`src/rtl/dot_product_acc.sv`:
```
// Serial signed dot-product engine: one signed array multiplier feeding an
// accumulator. LEN operand pairs are accepted over a valid/ready input, and
// their summed products leave on a valid/ready output.

// Combinational signed M x N array multiplier built from shifted partial-product rows.
module mult_mnbit_signed #(
   parameter int M = 4,
   parameter int N = 4
) (
   input  logic [M-1:0]   a,
   input  logic [N-1:0]   b,
   output logic [M+N-1:0] p
);
   localparam int PW = M + N;

   logic [PW-1:0] a_ext;

   assign a_ext = PW'($signed(a));

   genvar gi;
   generate
      for (gi = 0; gi < N; gi++) begin : g_row
         logic [PW-1:0] row;
         logic [PW-1:0] part;
         if (gi == N - 1) begin : g_neg
            // The MSB of b has weight -2^(N-1), so its row is subtracted.
            assign row = b[gi] ? (~(a_ext << gi) + PW'(1)) : '0;
         end else begin : g_pos
            assign row = b[gi] ? (a_ext << gi) : '0;
         end
         if (gi == 0) begin : g_first
            assign part = row;
         end else begin : g_chain
            assign part = g_row[gi-1].part + row;
         end
      end
   endgenerate

   assign p = g_row[N-1].part;
endmodule

module dot_product_acc #(
   parameter int W   = 4,
   parameter int LEN = 4,
   localparam int ACC_W = 2 * W + $clog2(LEN),
   localparam int CW    = $clog2(LEN + 1)
) (
   input  logic             clk,
   input  logic             rst,
   input  logic             in_valid,
   output logic             in_ready,
   input  logic [W-1:0]     a,
   input  logic [W-1:0]     b,
   output logic             out_valid,
   input  logic             out_ready,
   output logic [ACC_W-1:0] out_data,
   output logic [CW-1:0]    term_cnt
);
   typedef enum logic {
      S_ACCUM = 1'b0,
      S_DONE  = 1'b1
   } state_t;

   localparam logic [CW-1:0] LAST_CNT = CW'(LEN - 1);

   state_t                  state_reg, state_next;
   logic signed [ACC_W-1:0] acc_reg, acc_next;
   logic signed [ACC_W-1:0] out_data_reg, out_data_next;
   logic [CW-1:0]           cnt_reg, cnt_next;
   logic [2*W-1:0]          prod;
   logic signed [ACC_W-1:0] prod_ext;
   logic signed [ACC_W-1:0] sum;

   mult_mnbit_signed #(
      .M(W),
      .N(W)
   ) u_mult (
      .a(a),
      .b(b),
      .p(prod)
   );

   // Sign-extend the full-precision product so the sum never overflows.
   assign prod_ext = ACC_W'($signed(prod));
   assign sum      = acc_reg + prod_ext;

   assign out_data = out_data_reg;
   assign term_cnt = cnt_reg;

   // Next-state, accumulate and handshake logic; in_ready is gated off during reset.
   always_comb begin
      state_next    = state_reg;
      acc_next      = acc_reg;
      cnt_next      = cnt_reg;
      out_data_next = out_data_reg;
      in_ready      = 1'b0;
      out_valid     = 1'b0;
      case (state_reg)
         S_ACCUM: begin
            in_ready = ~rst;
            if (in_valid) begin
               acc_next = sum;
               cnt_next = cnt_reg + CW'(1);
               if (cnt_reg == LAST_CNT) begin
                  out_data_next = sum;
                  state_next    = S_DONE;
               end
            end
         end
         S_DONE: begin
            out_valid = 1'b1;
            if (out_ready) begin
               acc_next   = '0;
               cnt_next   = '0;
               state_next = S_ACCUM;
            end
         end
         default: begin
            state_next = S_ACCUM;
         end
      endcase
   end

   // State and datapath registers; reset discards any partial sum.
   always_ff @(posedge clk) begin
      if (rst) begin
         state_reg    <= S_ACCUM;
         acc_reg      <= '0;
         cnt_reg      <= '0;
         out_data_reg <= '0;
      end else begin
         state_reg    <= state_next;
         acc_reg      <= acc_next;
         cnt_reg      <= cnt_next;
         out_data_reg <= out_data_next;
      end
   end
endmodule

```
`config.mk`:
```
export PLATFORM = sky130hd
export DESIGN_NAME = dot_product_acc
export DESIGN_NICKNAME = d
export VERILOG_FILES = /design/src/rtl/dot_product_acc.sv
export SDC_FILE = /design/constraint.sdc
export NUM_CORES = 1
export LEC_CHECK = 0
export ABC_AREA = 1
export BUFFER_PORTS_ARGS = -buffer_cell sky130_fd_sc_hd__buf_2
export CORE_MARGIN = 5
export CORE_UTILIZATION = 52
export CTS_CLUSTER_SIZE = 24
export DETAILED_ROUTE_END_ITERATION = 10
export PLACE_DENSITY = 0.76
export SYNTH_ARGS = -nofsm -noshare
export SYNTH_HDL_FRONTEND = slang
export SYNTH_SLANG_ARGS = --single-unit
```
`constraint.sdc`:
```
create_clock -name clk -period 4.14 [get_ports clk]
set_input_delay 0.828 -clock clk [delete_from_list [all_inputs] [get_ports clk]]
set_output_delay 0.828 -clock clk [all_outputs]
set_load 0.05 [all_outputs]
```
==> results.cfg, run 1 <==
[outcome]
status = finished, violations left
violations = negative setup slack

[critical_path]
critical_path_class = in2reg
cp.required_ns = 4.35
worstPathArrival_ns = 4.39
rr_endpoint = out_data[6]
reg2reg_slack_ns = 2.09
ff2ff_path_depth = 13
path_max_fanout = 4
end_kind = flop
r2r_start = acc_reg[0]
critPathLaunchType = input port

[synth]
syn_inst = 294
yosys_warnings = 0
synth_edf_count = 0
syn_nets = 335
synth_most_common_cell = nand2_1
synthArstFlopShare_pct = 0
synth_top_area_share_pct = 23.6
netlist_area_sq_um = 2040
synth_seq_cells = 24
ys_types = 32
synth_area_per_cell_sq_um = 6.93
yosys.area.top_type = dfxtp_1
yosysSeqAreaShare_pct = 23.6
synth_ff_type = dfxtp_1
synthTopCellsByCount = nand2_1, inv_1, dfxtp_1
yosys-top-cells-area = dfxtp_1, nand2_1, ha_1

[routing]
wirelength_microns = 5400
post_drt_wl_per_cell_microns = 13.6
drc_errors = 0
detail-route-antenna-nets = 0
detail_route.first_pass.iterations = 4
viasPerCell = 5.09
drtIter0Drc = 66
vias = 2021

[pwr]
power_leakage_nw = 1.47
ir_drop_mv = 0.292
powerDensity_nw_per_um2 = 497
total_power_mw = 1.42

[timing]
fin_setup_tns_ns = -0.167
relSlewSlack_pct = 54.0
hold_violations = 0
period_needed_ns = 4.19
worst_slew_pin_slew_ns = 0.690
skew_ns = 0.00195
rsz0062_at_grt = yes
fmax_ghz = 0.239
setup-violations-final = 5
hold_slack_ns = 0.476
slew_viol_final = 0
layout_setup_ws_ns = -0.0471
period_share_pct = 101

[floorplan]
pin_count = 27
num_rows = 22
die_h_microns = 72.6
dieArea_sq_um = 5270
core_sq_um = 3720
die_w_microns = 72.6
initial_core_util_pct = 54.8

[cts]
ctsHtreeMaxLevel = 1
cts_num_sinks = 24
clkLatencyLatePin_ns = 0.26
cts_made_buffers = 3
clk_path_buf_depth = 2
tritoncts = yes
root_buffer = clkbuf_8
postCtsHoldBufs = 0
cts.clk_slew.worst_paths_ns = 0.08

[placed_design]
pre_cts_slack_ns = -0.381
hpwl_microns = 3600
port-buffer-count = 26
globalplace.congestion = 0.894
placed_cell_area_sq_um = 2410

[grt]
grt_pass1_vias = 1937
grtUsageTotal_pct = 18.5
grt_max_degree = 22
grt_remaining_overflow = 0
grt_pass1_wl_microns = 8040
antenna_found_initial = 0

[layout]
layout-area-overhead-vs-synth_pct = 40.7
fillCellCount = 254
nNetsFinal = 391
n_antenna_cell = 0
drive_above_1_share_pct = 40.7
postLayoutCellArea_sq_um = 2870

[min_path]
hold_path.class = reg2reg
min_to = acc_reg[0]
min_from = acc_reg[0]
holdPathStages = 2

[flow_run]
maxCapViolations = 0
cell usage in the layout, fill, tap and decap left out, types with 2 or more instances in the layout:
cell type  synthesis  layout
a21oi_1           22      17
a21oi_2            2       7
a2bb2oi_1          2       2
buf_2              1      22
buf_4              0      28
buf_6              2       4
clkbuf_8           0       3
dfxtp_1           24      24
fa_1              11       9
fa_2               0       2
ha_1              18      11
ha_4               0       6
inv_1             56      40
inv_2              1      15
inv_4              1       2
nand2_1           83      63
nand2_2            0      15
nand2_4            1       6
nand3_1           19      13
nand3_2            0       6
nor2_1            16      11
nor2_2             1       2
nor2_4             1       5
o21ai_0            9       5
o21ai_1            0       3
o21ai_2            2       3
or2_1              2       2
xnor2_1            4       3
xor2_2             0       3
logic make-up (layout without fill, tap and decap cells):
group	after synthesis	in the layout	synth area share (%)
and+or+nand+nor	127	127	26.1
buffers and inverters	63	118	12.5
AOI/OAI and AO/OA	44	44	12.9
adders and majority gates	29	29	21.9
DFF	24	24	23.6
xor gates and xnor gates	7	7	3.01
routing by layer:
layer | wire, microns | vias to the layer above | share of wire, % | global-route usage (%)
li1 | - | 1029 | - | -
met1 | 2380 | 941 | 44 | 23.6
met2 | 2760 | 37 | 51 | 33.4
met3 | 157 | 14 | 2.9 | 3.03
met4 | 108 | 0 | 2.0 | 2.66
met5 | 0 | - | 0 | 0
worst max-delay path by stage:
stage	cells past startpoint	slack, ns	to	start
final	18	-0.05	acc_reg[7]	a[1]
after global routing	23	-0.23	acc_reg[8]	a[1]
after CTS	25	0.01	acc_reg[8]	a[0]
after detailed placement	26	-0.38	out_data[9]	a[0]
after global placement	26	-0.29	out_data[9]	a[0]
after floorplan	25	-0.004	out_data[9]	a[0]
through the flow:
step | std cells | util [%]
after floorplan | 294 | -
after global placement | 385 | 64.9
after detailed placement | 385 | 64.9
after CTS | 390 | 68.5
after global routing | 397 | 77.1
final | 397 | 77.1
worst max-delay path, stage by stage:
cell,delay (ns)
buf_8,0.11
buf_6,0.11
nor4_4,0.28
nor3_2,0.10
fa_1,0.54
inv_1,0.05
fa_1,0.50
inv_2,0.05
ha_4,0.30
buf_4,0.13
xor2_2,0.17
ha_1,0.33
nand2_2,0.17
nor2_4,0.06
a211oi_4,0.27
xnor2_2,0.17
nand2_1,0.09
a21oi_2,0.13
final cells by class:
class	instances	area, sq um	share of cell area (%)
multi-input combinational	207	1620	56.7
sequential	24	480	16.8
timing repair buffer	56	400	14.0
inverter	58	230	8.03
tap	48	60.1	2.10
clock buffer	3	41.3	1.44
clock inverter	1	30.0	1.05
power by group:
part           switching, mW  internal [mW]
sequential            0.0238          0.262
combinational          0.505          0.430
clock                 0.0741          0.129
what timing repair did:
action                                  in CTS  in global routing
gates cloned                                 0                  0
buffers inserted                             1                  7
resized for setup                           17                 82
hold endpoints to repair                     0                  0
endpoints found under the setup margin       6                  6
pin swaps                                   15                 50
No activity file was read; power rests on OpenSTA's default activity.
==> run 2, diff against run 1 <==
- ABC_AREA: 1 -> not set
==> results.cfg, run 2 <==
[min_path]
holdPathStages = 2
min_to = out_data[4]
min_from = out_data[4]
hold_path.class = reg2reg

[layout]
layout_common_cells = buf_4, dfxtp_1, nand2_1, buf_2, inv_1
nNetsFinal = 344
final_common_cell = buf_4
n_antenna_cell = 0
layout-area-overhead-vs-synth_pct = 39.7
drive_above_1_share_pct = 35.4

[routing]
post_drt_wl_per_cell_microns = 14.0
drc_errors = 0
viasPerCell = 5.32
vias = 1863
drtIter0Drc = 111
wirelength_microns = 4910
detail-route-antenna-nets = 0
detail_route.first_pass.iterations = 4

[timing]
layout_setup_ws_ns = -0.652
fmax_ghz = 0.209
skew_ns = 0.00482
rsz0062_at_grt = yes
worst_slew_pin_slew_ns = 1.10
hold_slack_ns = 0.460
period_needed_ns = 4.79
fin_setup_tns_ns = -2.44
relSlewSlack_pct = 26.4
setup-violations-final = 6
period_share_pct = 116
hold_violations = 0
slew_viol_final = 0

[critical_path]
crit_chain = buf_6 > and2_4 > fa_1 > inv_1 > fa_1 > inv_2 > ha_4 > fa_2 > a21o_1 > a21oi_2 > xor2_1 > xnor2_1 > inv_1 > ha_4 > or3_1 > o311a_1 > xnor2_2 > a211oi_2
r2r_start = state_reg
cp.required_ns = 4.33
path_delay_family = adder cells
critPathBufInv = 4
worstPathArrival_ns = 4.98
rr_endpoint = out_data[6]
end_kind = flop
path_max_fanout = 4
reg2reg_slack_ns = 1.91
setup.worst_path.start = b[1]
crit_path_max_incr_delay_ns = 0.54
critPathLaunchType = input port
ff2ff_path_depth = 4
worst_path_max_delay_cell = fa_1
critical_path_class = in2reg

[grt]
grt_max_degree = 35
antenna_found_initial = 0
grt_pass1_wl_microns = 8400
grtUsageTotal_pct = 20.2
grt_pass1_vias = 1885
grt_remaining_overflow = 0

[synth]
synth_ff_type = dfxtp_1
synthArstFlopShare_pct = 0
ys_types = 41
yosysSeqAreaShare_pct = 24.5
syn_nets = 274
yosys_warnings = 0
synth_seq_cells = 24
yosys-top-cells-area = dfxtp_1, ha_1, fa_1
netlist_area_sq_um = 1960
synth_top_area_share_pct = 24.5
yosys.area.top_type = dfxtp_1
synth_area_per_cell_sq_um = 8.41
synthTopCellsByCount = dfxtp_1, inv_1, nand2_1
synth_edf_count = 0
syn_inst = 233

[cts]
cts_made_buffers = 3
clk_path_buf_depth = 2
postCtsHoldBufs = 0
tritoncts = yes
cts.clk_slew.worst_paths_ns = 0.09
ctsHtreeMaxLevel = 1
cts_num_sinks = 24
clkLatencyLatePin_ns = 0.27
root_buffer = clkbuf_8

[placed_design]
globalplace.congestion = 0.881
port-buffer-count = 26
hpwl_microns = 3530
pre_cts_slack_ns = -0.927

[floorplan]
die_h_microns = 71.4
initial_core_util_pct = 53.6
dieArea_sq_um = 5100
core_sq_um = 3660
num_rows = 22
pin_count = 27
die_w_microns = 71.4

[pwr]
power_leakage_nw = 1.29
ir_drop_mv = 0.303
powerDensity_nw_per_um2 = 487

[flow_run]
maxCapViolations = 0

[outcome]
violations = negative setup slack
status = finished, violations left
## run 2: area by class of cell
type                       instances  area (sq um)
tap                               48          60.1
fill                             259           922
sequential                        24           480
clock buffer                       3          41.3
clock inverter                     1          30.0
timing repair buffer              73           526
multi-input combinational        177          1500
inverter                          24           103
## run 2: per-layer routing
layer  up-vias  GRT usage [%]  part of all wire [%]
li1        929              -                     -
met1       880           26.1                    44
met2        38           34.3                    50
met3        16           3.23                   3.1
met4         0           6.47                   2.4
met5         -              0                     0
## run 2: power breakdown
part	leakage [nW]	internal [mW]	switching, mW
logic	1.06	0.444	0.398
clock network	0.0357	0.129	0.0754
registers	0.196	0.261	0.0257
total	1.29	0.835	0.499
## run 2: kinds of logic (layout without fill, tap and decap cells)
group | Yosys count | count (layout) | share of synthesized area [%]
and+or+nand+nor | 87 | 87 | 23.5
buffers and inverters | 32 | 101 | 6.13
adders and majority gates | 29 | 29 | 22.7
muxes | 2 | 2 | 1.02
AOI/OAI and AO/OA | 46 | 46 | 15.6
DFF | 24 | 24 | 24.5
xor gates and xnor gates | 13 | 13 | 6.51
## run 2: how the worst max path moves through the flow
stage,to,slack [ns],cells after the start
6_report,out_data[8],-0.65,18
5_1_grt,acc_reg[9],-0.73,20
4_1_cts,acc_reg[8],-0.54,20
3_5_place_dp,acc_reg[9],-0.93,22
3_3_place_gp,acc_reg[9],-0.76,22
2_1_floorplan,acc_reg[9],-0.60,19
## run 2: metrics by stage
step	total power, mW	util, %	instance area [sq um]	std cells
final	1.33	74.8	2740	350
after global routing	1.43	74.8	2740	350
after CTS	1.29	73.5	2690	346
after detailed placement	0.964	66.8	2450	333
after global placement	0.939	66.8	2450	333
after floorplan	0.722	-	2030	233
## run 2: timing repair
action / in CTS / in global routing
setup endpoints to repair: 6 / 6
resized for setup: 21 / 7
pin swaps: 2 / 7
buffers inserted: 9 / 4
## run 2: worst register-to-register path, cell delays in order (launching register included)
cell and delay (ns):
dfxtp_1 0.35, nor2b_1 0.57, nand2_1 0.54, or4_1 0.63, nand3_1 0.09
==> run 3, diff against run 2 <==
- CORE_UTILIZATION: 52 -> 54
- clock period: 4.14 -> 5.7 ns (I/O delays scaled with it)
==> results.cfg, run 3 (synthesized netlist as in run 2, its figures left out) <==
[floorplan]
pin_count = 27
num_rows = 21
core_sq_um = 3420
die_w_microns = 70.3
dieArea_sq_um = 4940
die_h_microns = 70.3
initial_core_util_pct = 57.4

[layout]
layout-area-overhead-vs-synth_pct = 11.9
drive_above_1_share_pct = 15.5
nNetsFinal = 300
stdcell_count = 304
layout_common_cells = buf_2, inv_1, dfxtp_1
final_common_cell = buf_2
utilization_pct = 64.2
postLayoutCellArea_sq_um = 2190
n_antenna_cell = 0

[pwr]
powerDensity_nw_per_um2 = 323
ir_drop_mv = 0.167
power_leakage_nw = 1.03

[timing]
skew_ns = 0.00397
worst_slew_pin_slew_ns = 1.15
fmax_ghz = 0.186
setup-violations-final = 0
period_needed_ns = 5.37
period_share_pct = 94.2
layout_setup_ws_ns = 0.329
hold_slack_ns = 0.469
hold_violations = 0
slew_viol_final = 0
relSlewSlack_pct = 23.3
rsz0062_at_grt = no

[cts]
postCtsSetupBuffers = 0
cts.clk_slew.worst_paths_ns = 0.13
postCtsHoldBufs = 0
clk_path_buf_depth = 2
cts_made_buffers = 3
tritoncts = yes
cts_num_sinks = 24
root_buffer = clkbuf_4
cts_resized = 0
ctsHtreeMaxLevel = 1
clkLatencyLatePin_ns = 0.32

[routing]
wirelength_microns = 3890
viasPerCell = 5.35
detail-route-antenna-nets = 0
vias = 1625
drc_errors = 0
drtIter0Drc = 77
post_drt_wl_per_cell_microns = 12.8
detail_route.first_pass.iterations = 4

[placed_design]
pre_cts_slack_ns = -0.0544
placed_cell_area_sq_um = 2140
hpwl_microns = 3060
globalplace.congestion = 0.873
place_inst = 300
port-buffer-count = 26

[grt]
grt_max_degree = 35
grt_pass1_vias = 1528
antenna_found_initial = 0
grt_remaining_overflow = 0
grt_pass1_wl_microns = 6880
grtUsageTotal_pct = 16.6

[flow_run]
maxCapViolations = 0

[outcome]
status = completed

[critical_path]
critical_path_class = in2reg
worstPathArrival_ns = 5.56
critPathLaunchType = input port
end_kind = flop
cp.required_ns = 5.89
path_max_fanout = 6

[min_path]
hold_path.class = reg2reg
-- run 3: cell count changes in the layout (fill, tap and decap cells not counted), moves of 4 or more --
cell	before	now
inv_1	19	24
and2_4	5	1
buf_4	47	3
buf_2	22	26
ha_1	13	18
ha_4	5	0
-- run 3: final cells by class --
class	count	area [sq um]
multi-input cells	177	1360
fillers	319	1220
flip-flops and latches	24	480
repair buffers	29	153
inverters	24	90.1
well taps	46	57.6
clock inverters	1	30.0
clock buffers	3	22.5
-- run 3: stage by stage --
step | TNS [ns] | power (mW)
2_1_floorplan | 0 | 0.506
3_3_place_gp | 0 | 0.578
3_5_place_dp | -0.0544 | 0.586
4_1_cts | 0 | 0.712
5_1_grt | 0 | 0.773
6_report | 0 | 0.708
-- run 3: worst paths after layout --
path,start,to,slack [ns],cells after the start
hold / removal,out_data[2],out_data[2],0.47,2
setup / recovery,a[0],acc_reg[9],0.33,21
setup reg to reg,state_reg,out_data[6],3.46,4
hold reg to reg,out_data[2],out_data[2],0.47,2
-- run 3: critical path, cell delays in order --
cell and delay (ns):
buf_2 0.12, inv_1 0.05, ha_1 0.27, and2_1 0.17, fa_1 0.50, inv_1 0.05, fa_1 0.49, inv_1 0.06
fa_1 0.48, a21o_1 0.20, a21oi_1 0.16, xor2_1 0.23, xnor2_1 0.19, inv_1 0.10, ha_1 0.23, nor4_1 0.26
o211ai_1 0.14, a41oi_2 0.24, xnor3_1 0.25, mux2i_1 0.16, a21oi_1 0.09
-- run 3: layer usage --
layer / share of wire, % / routed length [microns] / up-vias / track usage (%)
li1: - / - / 846 / -
met1: 50 / 1930 / 762 / 23.9
met2: 48 / 1850 / 15 / 26.9
met3: 2.5 / 99 / 2 / 3.16
met4: 0.10 / 4 / 0 / 1.28
met5: 0 / 0 / - / 0
-- run 3: power by group --
group / leakage, nW / switching, mW / internal [mW]
clock network: 0.0279 / 0.0529 / 0.0711
logic: 0.807 / 0.211 / 0.169
registers: 0.196 / 0.0151 / 0.190
total: 1.03 / 0.279 / 0.430
